$ cat src/rtl/ser_framer_8b.sv
// Byte-to-bit serializer framer: COM alignment train after reset, then payload or IDLE bytes MSB-first.
// Optional even-parity bit per frame when SER_PARITY_EN is defined (9-bit frames).
module ser_framer_8b #(
  parameter logic [7:0] COM_BYTE   = 8'hBC,
  parameter logic [7:0] IDLE_BYTE  = 8'h7C,
  parameter int         SYNC_COUNT = 4
) (
  input  logic       C,
  input  logic       RN,
  input  logic [7:0] data_in,
  input  logic       valid_in,
  output logic       ready_out,
  output logic       ser_out,
  output logic       byte_start,
  output logic       active
);

`ifdef SER_PARITY_EN
  localparam int FW = 9;
`else
  localparam int FW = 8;
`endif
  localparam logic [3:0] LAST = 4'(FW - 1);

  typedef enum logic {SYNC, RUN} state_t;

  // Parity rides in the low bit of the frame so the MSB of sreg is always the line bit.
  function automatic logic [FW-1:0] frame(input logic [7:0] b);
`ifdef SER_PARITY_EN
    return {b, ^b};
`else
    return b;
`endif
  endfunction

  state_t        state, state_nxt;
  logic [FW-1:0] sreg, sreg_nxt;
  logic [3:0]    bitcnt, bitcnt_nxt;
  logic [3:0]    synccnt, synccnt_nxt;
  logic          act, act_nxt;
  logic          at_last;

  assign at_last = (bitcnt == LAST);

  always_ff @(posedge C or negedge RN) begin
    if (!RN) begin
      state   <= SYNC;
      sreg    <= frame(COM_BYTE);
      bitcnt  <= 4'd0;
      synccnt <= 4'd0;
      act     <= 1'b0;
    end else begin
      state   <= state_nxt;
      sreg    <= sreg_nxt;
      bitcnt  <= bitcnt_nxt;
      synccnt <= synccnt_nxt;
      act     <= act_nxt;
    end
  end

  always_comb begin
    state_nxt   = state;
    sreg_nxt    = {sreg[FW-2:0], 1'b0};
    bitcnt_nxt  = bitcnt + 4'd1;
    synccnt_nxt = synccnt;
    act_nxt     = act;
    if (at_last) begin
      bitcnt_nxt = 4'd0;
      case (state)
        SYNC: begin
          if (int'(synccnt) + 1 < SYNC_COUNT) begin
            sreg_nxt    = frame(COM_BYTE);
            synccnt_nxt = synccnt + 4'd1;
          end else begin
            sreg_nxt  = frame(IDLE_BYTE);
            state_nxt = RUN;
          end
        end
        RUN: begin
          // ready_out is high here, so valid_in alone decides the transfer.
          if (valid_in) begin
            sreg_nxt = frame(data_in);
            act_nxt  = 1'b1;
          end else begin
            sreg_nxt = frame(IDLE_BYTE);
            act_nxt  = 1'b0;
          end
        end
        default: begin
          state_nxt = SYNC;
        end
      endcase
    end
  end

  assign ready_out  = (state == RUN) && at_last;
  assign ser_out    = sreg[FW-1];
  assign byte_start = (bitcnt == 4'd0);
  assign active     = act;

endmodule

$ cat config.mk
export PLATFORM = sky130hd
export DESIGN_NAME = ser_framer_8b
export DESIGN_NICKNAME = d
export VERILOG_FILES = /design/src/rtl/ser_framer_8b.sv
export SDC_FILE = /design/constraint.sdc
export NUM_CORES = 1
export LEC_CHECK = 0
export CORE_MARGIN = 1.5
export CORE_UTILIZATION = 50
export CTS_CLUSTER_DIAMETER = 120
export DETAILED_ROUTE_END_ITERATION = 8
export HOLD_SLACK_MARGIN = 0.05
export MAX_ROUTING_LAYER = met4
export PLACE_DENSITY = 0.77
export SETUP_SLACK_MARGIN = 0.2
export SYNTH_ARGS = -nofsm -noshare
export SYNTH_HDL_FRONTEND = slang
export SYNTH_SLANG_ARGS = --single-unit
$ cat constraint.sdc
create_clock -name C -period 3.85 [get_ports C]
set_input_delay 0.77 -clock C [delete_from_list [all_inputs] [get_ports C]]
set_output_delay 0.77 -clock C [all_outputs]
set_load 0.02 [all_outputs]
==> flow_summary.yaml <==
cells_and_area:
  antenna_cells: 0
  multi_input_area_um2: 290
  final_cell_mix: "nand2_1, clkdlybuf4s50_1, dfrtp_1, o21ai_0"
  fin_nets: 103
  drive_gt1_share_pct: 13.6
  syn2layout_area_growth_pct: 23.3
  finalNonFillerCells: 104
  seq_area_um2: 457
  fill_cells: 117
clocking:
  clk_pin_slew_ps: 100
  clk_latency_ps: 290
  cts_root_buf: "clkbuf_4"
  numCtsBuffers: 3
  cts-resized-gates: 0
  cts.sinks: 18
  cts_hold_repair.buffers: 0
  post-cts-setup-buffers: 0
  ctsHtreeMaxLevel: 1
  clockBufferDepth: 2
  cts_tree: "built"
pwr:
  power_density_nw_per_um2: 350
  leakagePower_nw: 0.452
  peakVddDrop_mv: 0.213
synthesis:
  netlist_area_um2: 777
  synth_area_per_cell_um2: 10.8
  ys_ff_latch: 18
  syn_inst: 72
  ys_seq_area_share_pct: 58.8
  yosysWarnings: 0
  synth_nets: 86
  synth.distinct_cells: 22
placed_design:
  globalplace.congestion: 0.751
  placedCellCount: 100
  dp_hpwl_um: 917
  io_buffers: 14
setup_path:
  cp.required_ps: 3080
  startpoint: "bitcnt[0]"
  critPathArrivalTime_ps: 2260
  criticalPathCategory: "reg2out"
  r2r_start: "bitcnt[0]"
  r2r_slack_ps: 1990
  endpoint_kind: "primary output"
  cp-start-kind: "flip-flop"
  path_max_fanout: 10
floorplan:
  pin_count: 15
  die_width_um: 42.4
  initial_utilization_pct: 52.8
  rows: 14
  core_um2: 1470
  die_area_um2: 1800
  die_h_um: 42.4
drt:
  first_pass_iters: 4
  vias: 536
  finalWirelength_mm: 1.34
  avgViaCountPerCell: 5.15
  post_drt_wl_per_cell_um: 12.9
  ant_nets: 0
  drc_errors: 0
  first_iter_violations: 2
sta:
  fmax_mhz: 330
  worst_slew_pin_slew_ps: 768
  fin_tns_setup_ps: 0
  hold_violations: 0
  slew_violations: 0
  setup_violations: 0
  fin_crit_ps: 3030
  finClkSkew_ps: 0.813
  rsz0062_at_grt: "false"
  relSlewSlack_pct: 48.7
  period_share_pct: 78.6
outcome:
  status: "completed"
grt:
  grt.total_usage_pct: 17.2
  grt_pass1_wl_mm: 2.17
  antenna_found_initial: 0
  grt_start_max_net_pins: 19
  grt_pass1_vias: 498
  overflow: 0
run:
  drv_cap: 0
min_path:
  hp-start: "sreg[2]"
  hp-class: "reg2reg"
==> area by class of cell <==
class / count / area share, %
timing repair buffer: 14 / 14.6
clock buffer: 4 / 3.79
multi-input combinational: 48 / 30.3
sequential: 18 / 47.7
inverter: 4 / 1.57
tap: 16 / 2.09
==> flip-flops by register name (all words and copies together), names as in the netlist <==
name and flops:
active 1, sreg 8, state 1, bitcnt 4
synccnt 4
==> cell families (layout without fill, tap and decap cells) <==
group	after synthesis	count (layout)	synth area share (%)
DFF	18	18	58.8
muxes	1	1	1.93
and+or+nand+nor	31	31	20.3
buffers and inverters	6	22	3.86
xor gates and xnor gates	2	2	2.25
AOI/OAI and AO/OA	11	11	8.05
adders and majority gates	3	3	4.83
==> final timing paths <==
path,end,cells after the start
min reg2reg,sreg[3],2
min,sreg[3],2
max in group asynchronous,bitcnt[2],1
max,ready_out,5
min in group asynchronous,synccnt[0],1
max reg2reg,synccnt[1],5
==> synth_stat cells, drive strengths merged <==
library cell  instances  area share [%]
clkbuf                1            0.48
inv                   4             1.9
dfrtp                13              42
a21oi                 1            0.64
nor4                  1             2.7
and2                  2             1.6
o22ai                 1            0.81
dfstp                 5              17
xor2                  2             2.3
nand2                14             6.8
mux2                  1             1.9
nor3b                 1            0.97
o22a                  1             1.1
nor3                  3             1.9
and2b                 1             1.1
o21ai                 7             4.5
or2                   1            0.81
a21o                  1            0.97
nand3                 3             1.9
buf                   1             1.4
ha                    3             4.8
nor2                  5             2.4
==> layer usage <==
metal | wire length, µm | GRT usage, % | up-vias
li1 | - | - | 273
met1 | 641 | 23.5 | 243
met2 | 581 | 23.4 | 14
met3 | 68 | 3.02 | 6
met4 | 45 | 11.3 | 0
met5 | 0 | - | -
==> worst max-delay path, cell delays in order (launching register included) <==
cell,delay [ps]
dfrtp_1,400
ha_1,220
nand2_1,80
nor2_1,410
and2_1,240
clkdlybuf4s50_1,610
==> through the flow <==
stage	hold slack [ps]	util [%]	total power, W	area, µm²	setup slack [ps]
detailed placement	434	62.7	0.000223	922	1200
global route	471	65.1	0.000345	958	665
floorplan	415	-	0.000205	777	1860
CTS	460	65.1	0.000339	958	825
finish	455	65.1	0.000336	958	824
global placement	418	62.7	0.000223	922	1240
==> power by group <==
group / switching, W / total (W) / leakage (nW) / internal [W]
Clock: 0.0000588 / 0.000116 / 0.0210 / 0.0000576
Combinational: 0.0000101 / 0.0000228 / 0.223 / 0.0000126
Sequential: 0.00000117 / 0.000196 / 0.207 / 0.000195
Power figures use the tool's default switching activity.
